==> src/rtl/seg7_pkg.sv <==
// seg7_pkg: definitions shared by the seven-segment encoder and the scan decoder.
//   seg7_pattern_t : 7-bit active-low segment pattern, bit0=a ... bit6=g
//   SEG7_PATTERNS  : active-low pattern for each hex nibble 0..F
//   seg7_decode    : pattern -> {valid, nibble}
//   frame_state_t  : frame assembly FSM states of the scan decoder
package seg7_pkg;

  typedef logic [6:0] seg7_pattern_t;

  localparam seg7_pattern_t SEG7_PATTERNS [16] = '{
    7'h40, 7'h79, 7'h24, 7'h30, 7'h19, 7'h12, 7'h02, 7'h78,
    7'h00, 7'h10, 7'h08, 7'h03, 7'h46, 7'h21, 7'h06, 7'h0E
  };

  typedef enum logic {
    ST_COLLECT = 1'b0,
    ST_PRESENT = 1'b1
  } frame_state_t;

  // Returns {1'b1, nibble} for a known pattern, 5'b0 for anything else.
  function automatic logic [4:0] seg7_decode(input seg7_pattern_t pat);
    logic [4:0] res;
    res = 5'b0;
    for (int i = 0; i < 16; i++) begin
      if (pat == SEG7_PATTERNS[i]) res = {1'b1, 4'(i)};
    end
    return res;
  endfunction

endpackage

==> src/rtl/seg7_scan_decoder_if.sv <==
// seg7_scan_decoder_if: frame output channel of the scan decoder.
//   out_value [4*NUM_DIGITS] : frame, digit k in bits [4k+3:4k]
//   out_valid                : frame available
//   out_ready                : consumer accepts frame
//   out_dp    [NUM_DIGITS]   : decimal points (only with SEG7_SCAN_DP_EN)
//
// Handshake: a frame transfers on every clock edge where out_valid and
// out_ready are both high. Once out_valid is raised, it and the payload stay
// unchanged until that transfer (reset excepted); out_ready may change freely
// and is not required to wait for out_valid.
interface seg7_scan_decoder_if #(
  parameter int NUM_DIGITS = 4
);
  logic [4*NUM_DIGITS-1:0] out_value;
  logic                    out_valid;
  logic                    out_ready;
`ifdef SEG7_SCAN_DP_EN
  logic [NUM_DIGITS-1:0]   out_dp;

  modport master (output out_value, output out_valid, output out_dp, input out_ready);
  modport slave  (input out_value, input out_valid, input out_dp, output out_ready);
`else
  modport master (output out_value, output out_valid, input out_ready);
  modport slave  (input out_value, input out_valid, output out_ready);
`endif
endinterface

==> src/rtl/seg7_digit_stabilizer.sv <==
// seg7_digit_stabilizer: run-length debounce of the active digit sample.
//   i_active  : exactly one digit enable is low this cycle
//   i_index   : index of that digit
//   i_seg     : synchronized active-low segment pattern
//   i_dp      : synchronized active-low decimal point (SEG7_SCAN_DP_EN only)
//   o_capture : run just reached STABLE_CYCLES with a decodable pattern
//   o_error   : run just reached STABLE_CYCLES with an undecodable pattern
//   o_nibble  : decoded value, meaningful with o_capture
//   o_index   : digit index belonging to the strobes
// Strobes are combinational so the top writes its registers on the same
// edge the counter reaches STABLE_CYCLES.
module seg7_digit_stabilizer
  import seg7_pkg::*;
#(
  parameter int STABLE_CYCLES = 4,
  parameter int IDX_W         = 2
) (
  input  logic             clk,
  input  logic             rst,
  input  logic             i_active,
  input  logic [IDX_W-1:0] i_index,
  input  seg7_pattern_t    i_seg,
`ifdef SEG7_SCAN_DP_EN
  input  logic             i_dp,
`endif
  output logic             o_capture,
  output logic             o_error,
  output logic [3:0]       o_nibble,
  output logic [IDX_W-1:0] o_index
);

`ifdef SEG7_SCAN_DP_EN
  localparam int KEY_W = IDX_W + 8;
`else
  localparam int KEY_W = IDX_W + 7;
`endif
  localparam int CNT_W = $clog2(STABLE_CYCLES + 1);
  localparam logic [CNT_W-1:0] CNT_MAX = CNT_W'(STABLE_CYCLES);
  localparam logic [CNT_W-1:0] CNT_PRE = CNT_W'(STABLE_CYCLES - 1);

  logic [KEY_W-1:0] w_key;
  logic [KEY_W-1:0] r_prev_key;
  logic [CNT_W-1:0] r_count;
  logic [CNT_W-1:0] w_count_nxt;
  logic             w_same;
  logic             w_reach;
  logic [4:0]       w_dec;

`ifdef SEG7_SCAN_DP_EN
  assign w_key = {i_index, i_seg, i_dp};
`else
  assign w_key = {i_index, i_seg};
`endif

  always_comb begin
    w_same      = (w_key == r_prev_key);
    w_count_nxt = r_count;
    if (!i_active)                w_count_nxt = '0;
    else if (!w_same)             w_count_nxt = CNT_W'(1);
    else if (r_count != CNT_MAX)  w_count_nxt = r_count + 1'b1;
    // Only the step from STABLE_CYCLES-1 to STABLE_CYCLES fires, so a long
    // steady run produces a single strobe.
    w_reach = i_active && w_same && (r_count == CNT_PRE);
    w_dec   = seg7_decode(i_seg);
  end

  assign o_capture = w_reach &&  w_dec[4];
  assign o_error   = w_reach && !w_dec[4];
  assign o_nibble  = w_dec[3:0];
  assign o_index   = i_index;

  always_ff @(posedge clk) begin
    if (rst) begin
      r_prev_key <= '0;
      r_count    <= '0;
    end else begin
      r_prev_key <= w_key;
      r_count    <= w_count_nxt;
    end
  end

endmodule

==> src/rtl/seg7_scan_decoder.sv <==
// seg7_scan_decoder: snoops a multiplexed active-low 7-segment bus, debounces
// each digit, decodes it to a nibble and emits complete frames.
// Optional feature macro: SEG7_SCAN_DP_EN (adds dp_n input and out_dp).
//   clk, rst     : clock, synchronous active-high reset
//   seg_n        : segments, active-low, bit0=a ... bit6=g
//   dig_n        : digit enables, active-low, one-hot-low when driven
//   dp_n         : decimal point, active-low (SEG7_SCAN_DP_EN only)
//   err_pulse    : one cycle, a stable but undecodable pattern was seen
//   err_digit    : digit index of the last error
//   o_dbg_state  : frame FSM state
//   out_if       : frame channel (out_value/out_valid/out_ready[/out_dp])
module seg7_scan_decoder
  import seg7_pkg::*;
#(
  parameter int NUM_DIGITS    = 4,
  parameter int STABLE_CYCLES = 4,
  parameter int SYNC_STAGES   = 2,
  localparam int IDX_W        = (NUM_DIGITS > 1) ? $clog2(NUM_DIGITS) : 1
) (
  input  logic                  clk,
  input  logic                  rst,
  input  seg7_pattern_t         seg_n,
  input  logic [NUM_DIGITS-1:0] dig_n,
`ifdef SEG7_SCAN_DP_EN
  input  logic                  dp_n,
`endif
  output logic                  err_pulse,
  output logic [IDX_W-1:0]      err_digit,
  output frame_state_t          o_dbg_state,
  seg7_scan_decoder_if.master   out_if
);

  localparam int LOWCNT_W = $clog2(NUM_DIGITS + 1);

  seg7_pattern_t           r_seg_sync [SYNC_STAGES];
  logic [NUM_DIGITS-1:0]   r_dig_sync [SYNC_STAGES];
  seg7_pattern_t           w_seg;
  logic [NUM_DIGITS-1:0]   w_dig;
  logic [LOWCNT_W-1:0]     w_low_cnt;
  logic [IDX_W-1:0]        w_index;
  logic                    w_active;
  logic                    w_capture;
  logic                    w_error;
  logic [3:0]              w_nibble;
  logic [IDX_W-1:0]        w_cap_index;
  logic [NUM_DIGITS-1:0]   w_set;
  logic                    w_mask_full;
  logic [3:0]              r_work [NUM_DIGITS];
  logic [4*NUM_DIGITS-1:0] w_work_flat;
  logic [NUM_DIGITS-1:0]   r_mask;
  frame_state_t            r_state;
  logic [4*NUM_DIGITS-1:0] r_out_value;
  logic                    r_out_valid;
`ifdef SEG7_SCAN_DP_EN
  logic [SYNC_STAGES-1:0]  r_dp_sync;
  logic                    w_dp;
  logic [NUM_DIGITS-1:0]   r_work_dp;
  logic [NUM_DIGITS-1:0]   r_out_dp;
`endif

  // Input synchronizers; reset to 0 (all digits low reads as blanking).
  always_ff @(posedge clk) begin
    if (rst) begin
      for (int s = 0; s < SYNC_STAGES; s++) begin
        r_seg_sync[s] <= '0;
        r_dig_sync[s] <= '0;
      end
`ifdef SEG7_SCAN_DP_EN
      r_dp_sync <= '0;
`endif
    end else begin
      r_seg_sync[0] <= seg_n;
      r_dig_sync[0] <= dig_n;
      for (int s = 1; s < SYNC_STAGES; s++) begin
        r_seg_sync[s] <= r_seg_sync[s-1];
        r_dig_sync[s] <= r_dig_sync[s-1];
      end
`ifdef SEG7_SCAN_DP_EN
      r_dp_sync <= {r_dp_sync[SYNC_STAGES-2:0], dp_n};
`endif
    end
  end

  assign w_seg = r_seg_sync[SYNC_STAGES-1];
  assign w_dig = r_dig_sync[SYNC_STAGES-1];
`ifdef SEG7_SCAN_DP_EN
  assign w_dp  = r_dp_sync[SYNC_STAGES-1];
`endif

  // Active only when exactly one enable is low; zero or several is blanking.
  always_comb begin
    w_low_cnt = '0;
    w_index   = '0;
    for (int k = 0; k < NUM_DIGITS; k++) begin
      if (!w_dig[k]) begin
        w_low_cnt = w_low_cnt + 1'b1;
        w_index   = IDX_W'(k);
      end
    end
    w_active = (w_low_cnt == LOWCNT_W'(1));
  end

  seg7_digit_stabilizer #(
    .STABLE_CYCLES (STABLE_CYCLES),
    .IDX_W         (IDX_W)
  ) u_stab (
    .clk       (clk),
    .rst       (rst),
    .i_active  (w_active),
    .i_index   (w_index),
    .i_seg     (w_seg),
`ifdef SEG7_SCAN_DP_EN
    .i_dp      (w_dp),
`endif
    .o_capture (w_capture),
    .o_error   (w_error),
    .o_nibble  (w_nibble),
    .o_index   (w_cap_index)
  );

  always_comb begin
    w_set = '0;
    if (w_capture) w_set[w_cap_index] = 1'b1;
    for (int k = 0; k < NUM_DIGITS; k++) w_work_flat[4*k +: 4] = r_work[k];
  end

  assign w_mask_full = &r_mask;

  // Working registers: last capture of a digit wins.
  always_ff @(posedge clk) begin
    if (rst) begin
      for (int k = 0; k < NUM_DIGITS; k++) r_work[k] <= '0;
`ifdef SEG7_SCAN_DP_EN
      r_work_dp <= '0;
`endif
    end else if (w_capture) begin
      r_work[w_cap_index] <= w_nibble;
`ifdef SEG7_SCAN_DP_EN
      r_work_dp[w_cap_index] <= ~w_dp;
`endif
    end
  end

  always_ff @(posedge clk) begin
    if (rst) begin
      err_pulse <= 1'b0;
      err_digit <= '0;
    end else begin
      err_pulse <= w_error;
      if (w_error) err_digit <= w_cap_index;
    end
  end

  // Frame FSM. When the mask is cleared on a frame load, a capture landing
  // in the same cycle is kept as the first bit of the next frame.
  always_ff @(posedge clk) begin
    if (rst) begin
      r_state     <= ST_COLLECT;
      r_mask      <= '0;
      r_out_value <= '0;
      r_out_valid <= 1'b0;
`ifdef SEG7_SCAN_DP_EN
      r_out_dp    <= '0;
`endif
    end else begin
      r_mask <= r_mask | w_set;
      case (r_state)
        ST_COLLECT: begin
          if (w_mask_full) begin
            r_state     <= ST_PRESENT;
            r_out_value <= w_work_flat;
            r_out_valid <= 1'b1;
            r_mask      <= w_set;
`ifdef SEG7_SCAN_DP_EN
            r_out_dp    <= r_work_dp;
`endif
          end
        end
        ST_PRESENT: begin
          if (out_if.out_ready) begin
            if (w_mask_full) begin
              // Next frame already complete: swap it in without a bubble.
              r_out_value <= w_work_flat;
              r_mask      <= w_set;
`ifdef SEG7_SCAN_DP_EN
              r_out_dp    <= r_work_dp;
`endif
            end else begin
              r_state     <= ST_COLLECT;
              r_out_valid <= 1'b0;
            end
          end
        end
      endcase
    end
  end

  assign out_if.out_value = r_out_value;
  assign out_if.out_valid = r_out_valid;
`ifdef SEG7_SCAN_DP_EN
  assign out_if.out_dp    = r_out_dp;
`endif
  assign o_dbg_state      = r_state;

endmodule
==> src/flat_wrapper.sv <==
// flat-port wrapper written by rule: the top's interface ports become plain ports
module seg7_scan_decoder_flat import seg7_pkg::*;
#(
  parameter int NUM_DIGITS    = 4,
  parameter int STABLE_CYCLES = 4,
  parameter int SYNC_STAGES   = 2,
  localparam int IDX_W        = (NUM_DIGITS > 1) ? $clog2(NUM_DIGITS) : 1
)
  (clk, rst, seg_n, dig_n, err_pulse, err_digit, o_dbg_state, out_if_out_value, out_if_out_valid, out_if_out_ready);
  seg7_scan_decoder_if #(.NUM_DIGITS(NUM_DIGITS)) out_if_i ();
  input  logic clk;
  input  logic rst;
  input  seg7_pattern_t seg_n;
  input  logic [NUM_DIGITS-1:0] dig_n;
  output logic err_pulse;
  output logic [IDX_W-1:0] err_digit;
  output frame_state_t o_dbg_state;
  output wire logic [$bits(out_if_i.out_value)-1:0] out_if_out_value;
  output wire logic [$bits(out_if_i.out_valid)-1:0] out_if_out_valid;
  input wire logic [$bits(out_if_i.out_ready)-1:0] out_if_out_ready;
  assign out_if_out_value = out_if_i.out_value;
  assign out_if_out_valid = out_if_i.out_valid;
  assign out_if_i.out_ready = out_if_out_ready;
  seg7_scan_decoder #(.NUM_DIGITS(NUM_DIGITS), .STABLE_CYCLES(STABLE_CYCLES), .SYNC_STAGES(SYNC_STAGES)) u_core (.clk(clk), .rst(rst), .seg_n(seg_n), .dig_n(dig_n), .err_pulse(err_pulse), .err_digit(err_digit), .o_dbg_state(o_dbg_state), .out_if(out_if_i));
endmodule
==> config.mk <==
export PLATFORM = sky130hd
export DESIGN_NAME = seg7_scan_decoder_flat
export DESIGN_NICKNAME = d
export VERILOG_FILES = /design/src/rtl/seg7_pkg.sv /design/src/rtl/seg7_scan_decoder_if.sv /design/src/rtl/seg7_digit_stabilizer.sv /design/src/rtl/seg7_scan_decoder.sv /design/src/flat_wrapper.sv
export SDC_FILE = /design/constraint.sdc
export NUM_CORES = 1
export LEC_CHECK = 0
export BUFFER_PORTS_ARGS = -buffer_cell sky130_fd_sc_hd__buf_2
export CAP_MARGIN = 40
export CORE_MARGIN = 2
export CORE_UTILIZATION = 40
export DETAILED_ROUTE_END_ITERATION = 7
export GPL_ROUTABILITY_DRIVEN = 0
export SYNTH_ARGS = -nofsm -noshare
export SYNTH_HDL_FRONTEND = slang
export SYNTH_SLANG_ARGS = --single-unit
==> constraint.sdc <==
create_clock -name clk -period 3.9 [get_ports clk]
set_input_delay 0.585 -clock clk [delete_from_list [all_inputs] [get_ports clk]]
set_output_delay 0.585 -clock clk [all_outputs]
set_load 0.1 [all_outputs]
==> metrics.md <==
| Metric | Value |
|---|---|
| Via total after detailed routing | about 2200 |
| Met3 wire length | 240 um |
| DR iter-0 viols | 123 |
| F_max | ~0.33 GHz |
| Fin. Hold Viols | 0 |
| Post-Syn Instances | 326 |
| Dpl ws | 0.902 ns |
| Share of layout cells above drive strength 1 | 19.0% |
| Post-cts sizing count | 0 |
| Die width | 92.9 um |
| Initial antenna violation count | 0 |
| Sequential share of the synthesized area | between 50% and 60% |
| Area Growth Syn to Fin | 14.4% |
| Cell Rows | 32 |
| Die ar. | 8630 um^2 |
| Synthesis-stage register bit count | 75 |
| WL/cell | 12.4 um |
| Routed length on met2 | 2.71 mm |
| H-tree depth | 3 |
| Dpl hpwl | 3.98 mm |
| Antenna diode count | 0 |
| Uppermost layer routed | met4 |
| Finished Cell Area | about 3600 um^2 |
| Post-Syn Area | 3160 um^2 |
| Initial core utilization | 41.1% |
| Setup crit end kind | flip-flop |
| Antenna viol nets, final | 0 |
| Synth async-reset ratio | 0% |
| Grt ovf | 0 |
| Pint | 1.19 mW |
| CTS sink cnt | 75 |
| Switching power total | roughly 0.35 mW |
| PwrDens | roughly 430 nW/um^2 |
| CTS tree | yes |
| Peak supply drop | 0.301 mV |
| All-Layer GR Usage | 14.8% |
| Hold_buf cts | 0 |
| Post-synth EDFFs | 16 |
| Vias in the first global route | about 2100 |
| Core area | 7690 um^2 |
| Pins over their slew limit | 0 |
| Cell variety after synth | between 50 and 60 |
| Fin nets | 373 |
| Setup Fix Bufs, Post-CTS | 0 |
| Leak | 1.39 nW |
| CP Buf/Inv Count | 1 |
| CP max stage cell | dfxtp_1 |
| Clock skew | about 0.009 ns |
| Most used cell, CP | ha_1 |
| Status | completed |
| CTS max path bufs | 2 |
| Clock power share | 40.5% |
| Final core occ | between 40% and 50% |
| Layout Cells excl Fill | 460 |
| Critical-path maximum fanout | 7 |
| First-pass GRT wire length | 9.84 mm |
| Met1 WL | 2.61 mm |
| Post-Syn Area per Cell | 9.70 um^2 |
| Sequential share of power | around 54% |
| Top FF cell, synth | dfxtp_1 |
| Startpoint types | flip-flop |
| Slack of the critical path | 0.868 ns |
| Final period utilization | 77.7% |
| Net Count, Synth | approximately 350 |
| Worst Path Arrival | 3.23 ns |
| Crit path largest cell delay | 0.42 ns |
| Worst-Skew Late Latency | 0.35 ns |
| Crit path kind | reg2reg |
| Vias per inst | about 4.8 |
| Root buffer cell | clkbuf_8 |
| Final setup vio count | 0 |
| Chip Height | 92.9 um |
| Placed cell count | 444 |
| Max-Cap Viols | 0 |
| Top Ports | 35 |
| Yosys warns | 0 |
| Slew margin rel. | approximately 58% |
| Largest net degree at the start of global routing | 31 |
| Period minus WS final | 3.03 ns |
| Port bufs | 34 |
| Logic pwr share | 5.9% |
| CP top delay family | compound AO/OA/AOI/OAI gates |
| Hold Crit Class | in2reg |
| Cells along the critical path | inv_1 -> ha_1 -> xnor2_1 -> ha_1 -> nor4b_1 -> a31oi_1 -> a311oi_1 -> nand3_2 -> a311o_1 -> nor2_1 |
| Flop2flop setup slack | 0.87 ns |
| Clk pin slew, worst setup/hold paths | approximately 0.08 ns |
| Measured slew at the worst slew-check pin | 0.632 ns |
| Clock buffer count from CTS | 9 |
| Post-DP Area | 3410 um^2 |
| Pre-antenna DRT Iters | 4 |
| Routed WL | 5.70 mm |
| RSZ-0062 raised after global routing | no |
| Worst Path Required | between 4 and 5 ns |
| Setup TNS | 0 ns |
| # DRC | 0 |
| Sw frac | a little under a quarter |
## cells in the mapped netlist, types with 5 or more instances
cell type / n / area [um^2]
a21oi_1: 23 / 115
nor2b_1: 34 / 213
clkbuf_1: 10 / 37.5
nand3_1: 6 / 30.0
dfxtp_1: 59 / 1180
xnor2_1: 12 / 105
nand2_1: 43 / 161
inv_1: 12 / 45.0
ha_1: 6 / 75.1
edfxtp_1: 16 / 480
nand2b_1: 5 / 31.3
buf_2: 8 / 40.0
nor2_1: 27 / 101
## registers in the layout, summed over array words and instances, names as in the netlist, 2 cells and up
register                  cells
u_core.out_if.out_value      16
u_core.r_work                16
u_core.r_seg_sync            14
u_core.u_stab.r_prev_key      9
u_core.r_dig_sync             8
u_core.r_mask                 4
u_core.u_stab.r_count         3
u_core.err_digit              2
## power by group through the flow
| stage | clock network [mW] | logic [mW] | registers (mW) |
|---|---|---|---|
| 6_report | 0.625 | 0.0909 | 0.827 |
| 5_1_grt | 0.683 | 0.103 | 0.831 |
| 4_1_cts | 0.644 | 0.0924 | 0.827 |
| 3_5_place_dp | 0 | 0.0921 | 0.845 |
| 3_3_place_gp | 0 | 0.0867 | 0.845 |
| 2_1_floorplan | 0 | 0.0801 | 0.832 |
## layout by cell type, fill, tap and decap left out, types with 2 or more instances in the layout
cell,netlist,layout
inv_1,12,12
xnor2_1,12,12
nor2b_1,34,34
ha_1,6,6
nor2_1,27,27
a31oi_1,2,2
a22o_1,2,2
nor4b_1,4,4
clkbuf_8,0,9
dfxtp_1,59,59
nor3_1,4,4
o21bai_1,2,2
nand3_2,2,2
nand2_1,43,43
a21o_1,2,2
nand4_1,3,3
a21oi_1,23,23
nand3b_1,2,2
or4_1,2,2
buf_2,8,34
or3_4,2,2
nand3_1,6,6
edfxtp_1,16,16
a311oi_1,2,2
nor3b_1,2,2
nand2b_1,5,5
mux2_2,2,2
o21ai_0,3,3
## path summary, 6_finish.rpt
kind,startpoint,to,cells past startpoint
setup reg to reg,u_core.r_dig_sync[0][5]$_SDFF_PP0_,u_core.r_work[0][0]$_SDFFCE_PN0P_,10
hold / removal,out_if_out_ready,u_core.out_if.out_valid$_SDFFE_PP0P_,2
setup / recovery,u_core.r_dig_sync[0][5]$_SDFF_PP0_,u_core.r_work[0][0]$_SDFFCE_PN0P_,10
hold reg to reg,u_core.r_seg_sync[0][1]$_SDFF_PP0_,u_core.r_seg_sync[0][8]$_SDFF_PP0_,1
## stage by stage
stage	power [mW]	hold slack [ns]
after CTS	1.56	0.401
after detailed placement	0.937	0.420
after floorplan	0.913	0.414
after global placement	0.931	0.420
after global routing	1.62	0.402
final	1.54	0.422
## routing by layer
layer	vias to the layer above	GRT usage, %
met5	-	0
met4	0	7.72
met3	11	4.39
met2	48	24.1
met1	994	17.6
li1	1158	-
## area by class of cell
| type | instances | area (um^2) |
|---|---|---|
| fillers | 764 | 4070 |
| flip-flops and latches | 75 | 1660 |
| multi-input cells | 218 | 1360 |
| repair buffers | 36 | 205 |
| clock buffers | 11 | 153 |
| well taps | 102 | 128 |
| clock inverters | 5 | 58.8 |
| inverters | 13 | 48.8 |
## cell families after synthesis
logic type	after synthesis	share of synthesized area (%)
flip-flops	75	52.6
multiplexers	2	0.712
buffers and inverters	33	4.35
AO/OA/AOI/OAI	50	11.2
XOR/XNOR	13	3.60
adder cells (fa/ha/maj)	7	2.69
AND/OR/NAND/NOR	146	24.9
(Power assumes the default switching activity.)
